$ cat src/rtl/idwt_sched_pkg.sv
// Shared wavelet definitions for the inverse-DWT scheduler slice.
//   pDB6    : zero-pair slots needed to flush a DB6 synthesis filter
//   state_e : scheduler states (idle, running a frame, flushing the filter)
package idwt_sched_pkg;

    localparam int unsigned pDB6 = 12;

    typedef enum logic [1:0] {
        ST_IDLE  = 2'd0,
        ST_RUN   = 2'd1,
        ST_FLUSH = 2'd2
    } state_e;

endpackage

$ cat src/rtl/idwt_sched_wt_delay.sv
// Fixed-latency shift register, cleared by reset.
//   i_clk   : clock
//   i_rst_n : async active-low reset, clears every stage
//   i_d     : word entering the line each cycle
//   o_q     : word that entered pDEPTH cycles earlier
module wt_delay #(
    parameter int unsigned pWIDTH = 1,
    parameter int unsigned pDEPTH = 1
) (
    input  logic              i_clk,
    input  logic              i_rst_n,
    input  logic [pWIDTH-1:0] i_d,
    output logic [pWIDTH-1:0] o_q
);

    logic [pWIDTH-1:0] r_pipe [pDEPTH];

    always_ff @(posedge i_clk or negedge i_rst_n) begin
        if (!i_rst_n) begin
            for (int unsigned i = 0; i < pDEPTH; i++) begin
                r_pipe[i] <= '0;
            end
        end else begin
            r_pipe[0] <= i_d;
            for (int unsigned i = 1; i < pDEPTH; i++) begin
                r_pipe[i] <= r_pipe[i-1];
            end
        end
    end

    assign o_q = r_pipe[pDEPTH-1];

endmodule

$ cat src/rtl/idwt_sched.sv
// Inverse-DWT level scheduler: arbitrates per-level coefficient pairs onto a
// single synthesis core, zero-stuffs the odd filter slot, flushes the filter
// after each frame and tags the samples emerging from the core.
//   iclk / irst        : clock, async active-low reset
//   ireq_valid/last    : per-level pair valid and end-of-frame flag
//   ireq_datH/L        : per-level H/L coefficients, level k at [k*pWIDTH +: pWIDTH]
//   oreq_ready         : one-hot pair-accept strobe
//   ocore_clk_ena(x2)  : sample-rate / filter-rate strobes to the core
//   ocore_ena          : core enable (RUN or FLUSH)
//   ocore_datH/L       : coefficient pair to the core, zero except on accept
//   otag_valid/level   : real sample leaving the core and its level
//   obusy              : scheduler not idle
module idwt_sched
    import idwt_sched_pkg::*;
#(
    parameter int unsigned pWIDTH    = 12,
    parameter int unsigned pLEVELS   = 4,
    parameter int unsigned pDIV      = 2,
    parameter int unsigned pFLUSH    = pDB6,
    parameter int unsigned pCORE_LAT = 8
) (
    input  logic                       iclk,
    input  logic                       irst,
    input  logic [pLEVELS-1:0]         ireq_valid,
    input  logic [pLEVELS-1:0]         ireq_last,
    input  logic [pLEVELS*pWIDTH-1:0]  ireq_datH,
    input  logic [pLEVELS*pWIDTH-1:0]  ireq_datL,
    output logic [pLEVELS-1:0]         oreq_ready,
    output logic                       ocore_clk_ena,
    output logic                       ocore_clk_enax2,
    output logic                       ocore_ena,
    output logic [pWIDTH-1:0]          ocore_datH,
    output logic [pWIDTH-1:0]          ocore_datL,
    output logic                       otag_valid,
    output logic [$clog2(pLEVELS)-1:0] otag_level,
    output logic                       obusy
);

    localparam int unsigned LW = $clog2(pLEVELS);
    localparam int unsigned DW = (pDIV > 1) ? $clog2(pDIV) : 1;
    localparam int unsigned FW = (pFLUSH > 0) ? $clog2(pFLUSH + 1) : 1;

    state_e          r_state, w_state_nxt;
    logic [DW-1:0]   r_div;
    logic            r_slot;
    logic [FW-1:0]   r_flush, w_flush_nxt;
    logic [LW-1:0]   r_rr, w_rr_nxt;
    logic [LW-1:0]   r_grant, w_grant_nxt;

    logic            w_enax2;
    logic            w_data_slot;
    logic            w_any;
    logic [LW-1:0]   w_pick;
    logic [LW-1:0]   w_idx;
    logic            w_accept;
    logic [pWIDTH-1:0] w_selH, w_selL;
    logic [LW-1:0]   w_tag_lvl;
    logic [LW:0]     w_tag_in, w_tag_out;

    // Gated by irst so the strobe stays low in reset even when pDIV=1.
    assign w_enax2     = irst & (r_div == DW'(pDIV - 1));
    assign w_data_slot = w_enax2 & ~r_slot;

    always_ff @(posedge iclk or negedge irst) begin
        if (!irst) begin
            r_div  <= '0;
            r_slot <= 1'b0;
        end else begin
            r_div <= (r_div == DW'(pDIV - 1)) ? '0 : r_div + 1'b1;
            if (w_enax2) begin
                r_slot <= ~r_slot;
            end
        end
    end

    // Round-robin search starting one past the last granted level.
    always_comb begin
        w_any  = 1'b0;
        w_pick = r_rr;
        w_idx  = '0;
        for (int unsigned i = 1; i <= pLEVELS; i++) begin
            w_idx = LW'((32'(r_rr) + i) % pLEVELS);
            if (!w_any && ireq_valid[w_idx]) begin
                w_any  = 1'b1;
                w_pick = w_idx;
            end
        end
    end

    always_comb begin
        w_selH = '0;
        w_selL = '0;
        for (int unsigned k = 0; k < pLEVELS; k++) begin
            if (r_grant == LW'(k)) begin
                w_selH = ireq_datH[k*pWIDTH +: pWIDTH];
                w_selL = ireq_datL[k*pWIDTH +: pWIDTH];
            end
        end
    end

    always_comb begin
        w_state_nxt = r_state;
        w_grant_nxt = r_grant;
        w_rr_nxt    = r_rr;
        w_flush_nxt = r_flush;
        w_accept    = 1'b0;
        case (r_state)
            ST_IDLE: begin
                if (w_any) begin
                    w_state_nxt = ST_RUN;
                    w_grant_nxt = w_pick;
                end
            end
            ST_RUN: begin
                if (w_data_slot && ireq_valid[r_grant]) begin
                    w_accept = 1'b1;
                    if (ireq_last[r_grant]) begin
                        w_state_nxt = ST_FLUSH;
                        w_flush_nxt = FW'(pFLUSH);
                    end
                end
            end
            ST_FLUSH: begin
                if (w_data_slot) begin
                    if (r_flush <= FW'(1)) begin
                        w_state_nxt = ST_IDLE;
                        w_flush_nxt = '0;
                        w_rr_nxt    = r_grant;
                    end else begin
                        w_flush_nxt = r_flush - 1'b1;
                    end
                end
            end
            default: w_state_nxt = ST_IDLE;
        endcase
    end

    always_ff @(posedge iclk or negedge irst) begin
        if (!irst) begin
            r_state <= ST_IDLE;
            r_flush <= '0;
            r_rr    <= LW'(pLEVELS - 1);
            r_grant <= '0;
        end else begin
            r_state <= w_state_nxt;
            r_flush <= w_flush_nxt;
            r_rr    <= w_rr_nxt;
            r_grant <= w_grant_nxt;
        end
    end

    always_comb begin
        oreq_ready = '0;
        for (int unsigned k = 0; k < pLEVELS; k++) begin
            oreq_ready[k] = w_accept && (r_grant == LW'(k));
        end
    end

    assign ocore_clk_enax2 = w_enax2;
    assign ocore_clk_ena   = w_data_slot;
    assign ocore_ena       = (r_state != ST_IDLE);
    assign obusy           = (r_state != ST_IDLE);
    assign ocore_datH      = w_accept ? w_selH : '0;
    assign ocore_datL      = w_accept ? w_selL : '0;

    assign w_tag_lvl = w_accept ? r_grant : LW'(0);
    assign w_tag_in  = {w_accept, w_tag_lvl};

    wt_delay #(
        .pWIDTH (LW + 1),
        .pDEPTH (pCORE_LAT)
    ) u_tag_dly (
        .i_clk   (iclk),
        .i_rst_n (irst),
        .i_d     (w_tag_in),
        .o_q     (w_tag_out)
    );

    assign otag_valid = w_tag_out[LW];
    assign otag_level = w_tag_out[LW-1:0];

endmodule

$ cat config.mk
export PLATFORM = sky130hd
export DESIGN_NAME = idwt_sched
export DESIGN_NICKNAME = d
export VERILOG_FILES = /design/src/rtl/idwt_sched_pkg.sv /design/src/rtl/idwt_sched_wt_delay.sv /design/src/rtl/idwt_sched.sv
export SDC_FILE = /design/constraint.sdc
export NUM_CORES = 1
export LEC_CHECK = 0
export CORE_UTILIZATION = 30
export DETAILED_ROUTE_END_ITERATION = 16
export HOLD_SLACK_MARGIN = 0.15
export PLACE_DENSITY = 0.71
export SYNTH_ARGS = -nofsm -noshare
export SYNTH_HDL_FRONTEND = slang
export SYNTH_SLANG_ARGS = --single-unit
$ cat constraint.sdc
create_clock -name iclk -period 1.8 [get_ports iclk]
set_input_delay 0.27 -clock iclk [delete_from_list [all_inputs] [get_ports iclk]]
set_output_delay 0.27 -clock iclk [all_outputs]
set_load 0.03 [all_outputs]
# After elaboration in Yosys (flattened, before gate mapping)
# Index checks and enable logic that the tools add are counted.
[totals] ff_bits=36 input_bits=106 out_inout_bits=35 word_cells=103
[op_classes] add_sub_neg=6 n_lt_le_gt_ge=6 eq_ne=10 muxes=45 n_bitwise=3 reduce_logical=19
[op_table] op="$mux W12" count=10
[op_table] op="$mux W2" count=10
[op_table] op="$mux W4" count=4
[op_table] op="$lt A2 B3 Y1 const B" count=5
[op_table] op="$mux W1" count=13
[op_table] op="$bmux W1 S2" count=6
[op_table] op="$ne A2 B2 Y1 const B" count=5
[op_table] op="$logic_and A1 B1 Y1" count=8
[op_table] op="$pmux W4 S2" count=1
[op_table] op="$eq A2 B2 Y1 const B" count=3
[op_table] op="$pmux W2 S3" count=1
[op_table] op="$reduce_and A5 Y1" count=1
[op_table] op="$add A2 B1 Y2 const B" count=2
[op_table] op="$add A2 B2 Y2 const B" count=2
[op_table] op="$eq A2 B1 Y1 const B" count=2
[op_table] op="$le A4 B1 Y1 const B" count=1
[op_table] op="$logic_not A2 Y1" count=2
[op_table] op="$reduce_and A4 Y1" count=1
[op_table] op="$reduce_bool A2 Y1" count=2
[op_table] op="$sub A4 B1 Y4 const B" count=1
[op_table] op="$logic_not A1 Y1" count=3
[op_table] op="$reduce_and A3 Y1" count=1
[op_table] op="$and A1 B1 Y1" count=2
[op_table] op="$reduce_and A2 Y1" count=1
[op_table] op="other kinds (2)" count=2

# Longest topological paths before layout
# Gate-level depths: netlist (run 1).
[depth] depth_word=15 depth_mapped=9

# By module
# A second synthesis (run 1) with hierarchy kept.
[hier_totals] cells_unflattened=175 area_unflattened_um2=2149.6
[by_module_without_submodules] mod="idwt_sched" instances=1 cells_per_inst=148 area_each_um2=1526.5 seq_area_each_um2=302.8
[by_module_without_submodules] mod="wt_delay" instances=1 cells_per_inst=27 area_each_um2=623.1 seq_area_each_um2=600.6

# Worst setup path before layout (run 1)
# Ideal clock, no wire load.
[synth_path] path_type="register to output" startpoint="reg r_div" endpoint="out oreq_ready[0]" arrival_time_ps=2218 t_required_ps=1530 slack_ps=-688 path_stages_with_launch=8 path_buffers=1 path_cell_list="dfrtp_1 -> and2_1 -> nand2b_1 -> inv_1 -> nand2_1 -> or2_1 -> buf_6 -> nor3_1"
[synth_between] elab_chain_cells=6
[synth_rtl] item="start: declaration" line_no="idwt_sched.sv:44" rtl="logic [DW-1:0] r_div;"
[synth_rtl] item="start signal: assignment" line_no="idwt_sched.sv:69" rtl="r_div <= (r_div == DW'(pDIV - 1)) ? '0 : r_div + 1'b1;"
[synth_rtl] item="$and A1 B1 Y1" line_no="idwt_sched.sv:61" rtl="assign w_enax2 = irst & (r_div == DW'(pDIV - 1));"
[synth_rtl] item="net ocore_clk_enax2" line_no="idwt_sched.sv:30" rtl="output logic ocore_clk_enax2,"
[synth_rtl] item="$and A1 B1 Y1" line_no="idwt_sched.sv:62" rtl="assign w_data_slot = w_enax2 & ~r_slot;"
[synth_rtl] item="net ocore_clk_ena" line_no="idwt_sched.sv:29" rtl="output logic ocore_clk_ena,"
[synth_rtl] item="$logic_and A1 B1 Y1" line_no="idwt_sched.sv:115" rtl="if (w_data_slot && ireq_valid[r_grant]) begin"
[synth_rtl] item="$mux W1" line_no="idwt_sched.sv:115"
[synth_rtl] item="$mux W1" line_no="idwt_sched.sv:107" rtl="case (r_state)"
[synth_rtl] item="$logic_and A1 B1 Y1" line_no="idwt_sched.sv:155" rtl="oreq_ready[k] = w_accept && (r_grant == LW'(k));"
[synth_rtl] item="end: declaration" line_no="idwt_sched.sv:28" rtl="output logic [pLEVELS-1:0] oreq_ready,"
# The timed path passes the listed nets, and every way through them passes these cells.

# Final worst setup path (run 1)
[layout_path] startpoint="reg r_grant[0]" endpoint="out ocore_datH[6]"
[layout_between] elab_chain_cells=6
[layout_rtl] item="start: declaration" line_no="idwt_sched.sv:48" rtl="logic [LW-1:0] r_grant, w_grant_nxt;"
[layout_rtl] item="start signal: assignment" line_no="idwt_sched.sv:148" rtl="r_grant <= w_grant_nxt;"
[layout_rtl] item="$bmux W1 S2 or $logic_not A2 Y1 (tied branches)" line_no="idwt_sched.sv:115, idwt_sched.sv:94"
[layout_rtl] item="$mux W1 (implied by the code) or $mux W12 (tied branches)" line_no="idwt_sched.sv:115, idwt_sched.sv:94"
[layout_rtl] item="$logic_and A1 B1 Y1 or $mux W12 (tied branches)" line_no="idwt_sched.sv:115, idwt_sched.sv:94"
[layout_rtl] item="$mux W1 or $mux W12 (tied branches)" line_no="idwt_sched.sv:115, idwt_sched.sv:94"
[layout_rtl] item="$mux W1 or $mux W12 (tied branches)" line_no="idwt_sched.sv:107, idwt_sched.sv:94"
[layout_rtl] item="$mux W12 *" line_no="idwt_sched.sv:163" rtl="assign ocore_datH = w_accept ? w_selH : '0;"
[layout_rtl] item="end: declaration" line_no="idwt_sched.sv:32" rtl="output logic [pWIDTH-1:0] ocore_datH,"
# Mark *: on every way between the ends. The rest lies on a longest branch, timed or not. The select of a mux whose other input is x is not followed.

==> results by group, run 1 <==
Worst hold path
  • Hold Crit Class: reg -> reg
  • Hold Crit Depth: 0
  • Sink of the worst hold path: u_tag_dly.r_pipe[16]
  • Worst hold path startpoint: u_tag_dly.r_pipe[19]

Timing
  • Fmax achieved: 469 MHz
  • Min cycle time layout: about 2.1 ns
  • Hold WS: 0.347 ns
  • Final setup vio count: 31
  • Setup TNS: -8.54 ns
  • Final worst clock skew: 0.00631 ns
  • Final Cycle Share: 118%
  • Post-route setup slack: -0.332 ns
  • Pins Over Slew Limit: 0
  • RSZ-0062 raised after global routing: true
  • Worst Tran Pin Value: 0.438 ns
  • Slew margin rel.: 70.8%
  • Final Hold Fails: 0

Critical path
  • Crit path DAT: 1.86 ns
  • Top cell family by delay on the critical path: simple AND/OR/NAND/NOR gates
  • Worst reg-to-reg path cell count: 7
  • Critical path type: reg -> out
  • Worst Path Buf+Inv: 2
  • Critical Path RT: 1.53 ns
  • Crit path cell chain: mux4_2, nand2_2, or2_4, inv_8, and2_4, buf_4
  • CP Capture Type: primary output
  • Crit start category: flip-flop
  • Worst r2r dst: r_flush[3]
  • RR Startpoint: r_grant[0]
  • CP Depth: 6
  • R2R Setup Slk: -0.04 ns
  • Slowest CP cell: dfrtp_2
  • Slowest stage delay, CP: 0.44 ns
  • Worst Path Max Fanout: 25

Finish
  • # diodes: 0
  • Non-Filler Instances: 421
  • Final-layout fill cell count: 599
  • Nets@finish: 432
  • Fraction of layout instances using a drive strength above 1: 41.5%
  • P&R area growth vs syn: 83.7%

Global routing
  • Global-route wire length before repair: 10000 um
  • Tot GR Track Use: 17.4%
  • Initial antenna violation count: 0
  • Number of global-route vias before repair: roughly 2000
  • Largest net degree at the start of global routing: 37
  • GRT overflow: 0

Floorplanning
  • IO Pins: 141
  • Die Span Y: 87.9 um
  • Die ar.: 0.00773 sq mm
  • Core ar.: 0.00698 sq mm
  • Die Wd: 87.9 um
  • Starting Density: 31.7%
  • Cell Rows: 30

Clock tree
  • CTS tree: done
  • CTS Buf Count: 5
  • Post-CTS Hold Buffers: 0
  • CTS root buf: clkbuf_8
  • Clk buf depth: 2
  • Clk sinks: 36
  • H-tree depth: 2
  • Clk Latency, worst-skew pair: 0.29 ns
  • CTS clk-pin slew, worst paths: 0.07 ns

Yosys
  • Synthesized instance count: ~170
  • Largest area contributor in the netlist: dfrtp_1
  • Yosys warning total: 0
  • Post-synthesis sequential area ratio: between 40 and 50%
  • Mapped Area: 0.00222 sq mm
  • Post-synth ARST share: 100%
  • Top cells by area, synth: dfrtp_1 (38%), mux4_2 (25%), and2_4 (7.5%), mux2_2 (2.5%), dfstp_2 (2.4%)
  • Synthesized net count: 275
  • Top-count cell post-synth: dfrtp_1
  • Main flop type after synthesis: dfrtp_1
  • Post-synth top cells: dfrtp_1 (34), mux4_2 (25), and2_4 (19)
  • Netlist cell types: 36
  • FF+latch count, synth: 36
  • Synth Area per Inst: between 10 and 15 sq um
  • Post-synth EDFFs: 0
  • Top-area cell type share of the netlist area: 38.4%

Place
  • Routability cong.: roughly 0.8
  • Dpl hpwl: approximately 5400 um
  • DP Cell Count: 412
  • Number of port buffers: 140

Drt
  • Via density: around 4.7
  • Initial DRC count: 53
  • Drt wl/cell: 15.9 um
  • DR pass1 iterations: 4
  • ANT nets after route: 0
  • DR DRC count: 0
  • Via count: 1972
  • Post-Route WL: 6680 um

Power
  • VDD IR max: 0.000610 V
  • Leakage: about 1.7 nW
  • Power Total: 4.37 mW
  • PwrDens: around 1100 mW/mm^2

Outcome
  • Failing checks: setup timing
  • Status: finished with violations

Run
  • Max-cap viol count: 0
per-stage QoR:
stage / setup WS [ns] / utilization (%) / area (sq um)
CTS: -0.331 / 58.3 / 4070
floorplan: -0.0656 / - / 2280
global placement: -0.388 / 54.9 / 3830
finish: -0.332 / 58.3 / 4070
global route: -0.403 / 58.3 / 4070
detailed placement: -0.395 / 54.9 / 3830
state kept, by name, summed over array words and instances, names as in the netlist:
signal / count
u_tag_dly.r_pipe: 21
r_flush: 4
u_tag_dly.o_q: 3
r_grant: 2
r_rr: 2
r_state: 2
r_div: 1
r_slot: 1
cell families after synthesis:
kind of cell,share of synthesized area [%]
adders and majority gates,1.13
buffers and inverters,5.82
and+or+nand+nor,16.9
muxes,30.3
AOI/OAI and AO/OA,4.74
DFF,40.8
xor gates and xnor gates,0.395
placed cells by master, fill, tap and decap left out, drive strengths merged, types with 2 or more instances in the layout:
cell type / instances
and2: 25
dfrtp: 34
ha: 2
nor3: 7
mux2i: 4
nand2b: 4
nand3: 2
o22ai: 2
o21ai: 4
buf: 53
or2: 3
nand2: 4
clkdlybuf4s50: 108
clkinv: 3
nor2: 7
mux4: 25
a22oi: 3
inv: 8
mux2: 6
clkbuf: 5
dlygate4sd2: 2
dfstp: 2
nor2b: 2
routing by layer:
metal | global-route usage, % | wire length [um] | vias up
li1 | - | - | 922
met1 | 23.0 | 2630 | 972
met2 | 28.9 | 3530 | 72
met3 | 4.90 | 459 | 6
met4 | 2.83 | 62 | 0
met5 | 0 | 0 | -
repair_timing:
item                       CTS  global route
pin swaps                    3             0
buffers inserted             1             0
setup endpoints to repair   33            34
gates resized for setup     41             1
hold endpoints to repair     0             0
area by class of cell:
cell class | count | area (sq um) | area share, %
Clock buffer | 5 | 68.8 | 1.69
Clock inverter | 3 | 18.8 | 0.461
Inverter | 8 | 37.5 | 0.922
Multi-Input combinational cell | 110 | 1270 | 31.1
Sequential cell | 36 | 905 | 22.2
Tap cell | 96 | 120 | 2.95
Timing Repair Buffer | 163 | 1650 | 40.6
report_power, final:
group | internal (mW) | switching (mW)
Clock | 0.269 | 0.289
Combinational | 1.57 | 1.23
Sequential | 0.938 | 0.0819
Total | 2.77 | 1.60
worst max-delay path by stage:
stage | from | to | slack [ns]
4_1_cts | r_grant[0] | oreq_ready[2] | -0.33
3_3_place_gp | irst | ocore_datH[9] | -0.39
5_1_grt | r_grant[0] | ocore_datH[6] | -0.40
6_report | r_grant[0] | ocore_datH[6] | -0.33
3_5_place_dp | irst | ocore_datH[2] | -0.40
2_1_floorplan | r_grant[0] | ocore_datH[10] | -0.07
Note: power is estimated with default switching activity, not from simulation.
==> run 2: changes to the inputs <==
--- a/config.mk
+++ b/config.mk
@@ -5,10 +5,11 @@
 export SDC_FILE = /design/constraint.sdc
 export NUM_CORES = 1
 export LEC_CHECK = 0
+export ABC_CLOCK_PERIOD_IN_PS = 1800
 export CORE_UTILIZATION = 30
 export DETAILED_ROUTE_END_ITERATION = 16
 export HOLD_SLACK_MARGIN = 0.15
-export PLACE_DENSITY = 0.71
+export PLACE_DENSITY = 0.83
 export SYNTH_ARGS = -nofsm -noshare
 export SYNTH_HDL_FRONTEND = slang
 export SYNTH_SLANG_ARGS = --single-unit
==> run 2 against run 1 <==
Against the previous run: the run still ends with setup timing left; flip-flop and latch count is the same; via count grew 4.8%; critical path depth grew 1; largest cell class unchanged; power grew 10%; utilization grew 2.5 points.
==> results by group, run 2 (synthesized netlist as in run 1, its figures left out) <==
Outcome
  • Status: finished with violations
  • Failing checks: setup timing

Timing
  • Pins Over Slew Limit: 0 (unchanged)
  • Worst Tran Pin Value: 0.443 ns (+0.00444 ns)
  • Post-route setup slack: -0.389 ns (-0.0574 ns)
  • RSZ-0062 raised after global routing: true
  • Slew margin rel.: 70.5% (-0.30 points)
  • Hold WS: 0.344 ns (-0.00351 ns)
  • Final Cycle Share: 122% (+3.2 points)
  • Fmax achieved: 457 MHz (-2.6%)
  • Min cycle time layout: 2.19 ns (+0.0574 ns)
  • Final worst clock skew: 0.0107 ns (+0.00434 ns)
  • Final Hold Fails: 0 (unchanged)
  • Final setup vio count: 31 (unchanged)

Finish
  • Largest register FFs: 21 (unchanged)
  • P&R area growth vs syn: 91.8%
  • Fraction of layout instances using a drive strength above 1: 43.4% (+1.8 points)
  • Reg with most FFs: u_tag_dly.r_pipe
  • Nets@finish: 439 (+1.6%)
  • Most frequent cells in the layout: clkdlybuf4s50_1 (106), dfrtp_1 (33), buf_6 (29)
  • Most common cell after layout, fill and taps aside: clkdlybuf4s50_1
  • # diodes: 0 (unchanged)

Clock tree
  • H-tree depth: 2 (unchanged)
  • CTS tree: done
  • CTS clk-pin slew, worst paths: 0.08 ns (about the same)
  • Clk buf depth: 2 (unchanged)
  • Clk Latency, worst-skew pair: 0.30 ns (about the same)
  • CTS root buf: clkbuf_8
  • CTS Buf Count: 5 (unchanged)
  • Clk sinks: 36 (unchanged)

Drt
  • DR pass1 iterations: 4 (unchanged)
  • Initial DRC count: 64 (+21%)
  • Drt wl/cell: 16.4 um (+3.1%)
  • ANT nets after route: 0 (unchanged)
  • Post-Route WL: 7000 um (+4.8%)
  • DR DRC count: 0 (unchanged)
  • Via density: 4.83 (+3.1%)
  • Via count: 2067 (+4.8%)

Critical path
  • Slowest stage delay, CP: 0.53 ns (+0.09 ns)
  • Crit path cell chain: mux4_2, nand2_2, or2_4, inv_8, buf_16, and2_4, buf_12
  • Top cell family by delay on the critical path: multiplexers
  • Crit path DAT: 1.92 ns (+0.06 ns)
  • Worst Path Buf+Inv: 3 (+1)
  • Critical path type: reg -> out
  • Worst Path Max Fanout: 9 (-64%)
  • Critical Path RT: 1.53 ns (about the same)
  • Crit start category: flip-flop
  • Slowest CP cell: mux4_2
  • CP Capture Type: primary output

Global routing
  • Number of global-route vias before repair: 2150 (+6.4%)
  • GRT overflow: 0 (unchanged)
  • Largest net degree at the start of global routing: 37 (unchanged)
  • Tot GR Track Use: 17.9% (+0.57 points)
  • Global-route wire length before repair: 10300 um (+2.3%)
  • Initial antenna violation count: 0 (unchanged)

Run
  • Max-cap viol count: 0 (unchanged)

Floorplanning
  • IO Pins: 141 (unchanged)
  • Die ar.: 0.00773 sq mm (unchanged)
  • Core ar.: 0.00698 sq mm (unchanged)
  • Die Span Y: 87.9 um (unchanged)
  • Cell Rows: 30 (unchanged)
  • Die Wd: 87.9 um (unchanged)
  • Starting Density: 31.7% (unchanged)

Place
  • Dpl hpwl: 5350 um (-1.1%)
  • Routability cong.: 0.776 (-4.7%)
  • Number of port buffers: 140 (unchanged)

Worst hold path
  • Hold Crit Class: reg -> reg

Power
  • Leakage: 1.82 nW (+4.5%)
  • Power Total: 4.83 mW (+10%)
  • VDD IR max: 0.000809 V (+33%)
  • PwrDens: 1140 mW/mm^2 (+5.8%)
-- run 2: changes by cell type in the layout (fill, tap and decap cells not counted), sizes merged --
| cell | change |
|---|---|
| clkbuf | +2 |
| clkdlybuf4s50 | -2 |
| dlygate4sd3 | +1 |
| bufinv | +1 |
| buf | +7 |
| clkinv | -3 |
| inv | +1 |
| clkinvlp | +1 |
| dlygate4sd2 | -1 |
-- run 2: path summary, 6_finish.rpt --
| path | startpoint | to | slack [ns] | cells past startpoint |
|---|---|---|---|---|
| max reg2reg | r_grant[0] | r_flush[0] | -0.06 | 6 |
| min | u_tag_dly.r_pipe[19] | u_tag_dly.r_pipe[16] | 0.34 | 0 |
| min reg2reg | u_tag_dly.r_pipe[19] | u_tag_dly.r_pipe[16] | 0.34 | 0 |
| max | r_grant[0] | ocore_datH[2] | -0.39 | 7 |
| max in group asynchronous | irst | r_rr[0] | 0.85 | 3 |
| min in group asynchronous | irst | u_tag_dly.r_pipe[10] | 0.61 | 3 |
-- run 2: what timing repair did --
item / CTS / global route
buffers inserted: 3 / 3
endpoints found under the hold margin: 34 / 0
setup endpoints to repair: 33 / 33
pin swaps: 2 / 4
cloned: 2 / 0
resized for setup: 66 / 14
hold buffers: 1 / 0
-- run 2: routing by layer --
metal,vias to the layer above,wire [um],global-route usage (%),share of wire [%]
met1,1034,2600,20.7,37
met3,9,481,5.37,6.9
met5,-,0,0,0
li1,941,-,-,-
met2,83,3840,32.9,55
met4,0,77,3.43,1.1
-- run 2: metrics by stage --
step	worst slack [ns]	instances	TNS [ns]	utilization [%]	instance area, sq um
final	-0.389	428	-10.41	60.9	4250
after global routing	-0.451	428	-12.39	60.9	4250
after CTS	-0.405	426	-10.77	60.0	4190
after detailed placement	-0.766	412	-15.40	54.9	3830
after global placement	-0.722	412	-14.28	54.9	3830
after floorplan	-0.0656	167	-1.26	-	2280
-- run 2: cell type report --
type                    instances  area [sq um]
clock buffers                   5          68.8
clock inverters                 3          46.3
fillers                       551          2730
inverters                       8          37.5
multi-input cells             110          1280
flip-flops and latches         36           905
well taps                      96           120
repair buffers                170          1790
-- run 2: report_power, final --
part	leakage, nW	internal [mW]	switching [mW]
clock	0.0548	0.417	0.317
sequential	0.468	0.938	0.0866
combinational	1.30	1.76	1.31
==> run 3: changes to the inputs <==
--- a/config.mk
+++ b/config.mk
@@ -7,7 +7,9 @@
 export LEC_CHECK = 0
 export ABC_CLOCK_PERIOD_IN_PS = 1800
 export CORE_UTILIZATION = 30
+export CTS_CLUSTER_SIZE = 40
 export DETAILED_ROUTE_END_ITERATION = 16
+export GPL_ROUTABILITY_DRIVEN = 0
 export HOLD_SLACK_MARGIN = 0.15
 export PLACE_DENSITY = 0.83
 export SYNTH_ARGS = -nofsm -noshare
==> results of run 3 <==
Final layout, timing and power as in run 2 (identical DEF).
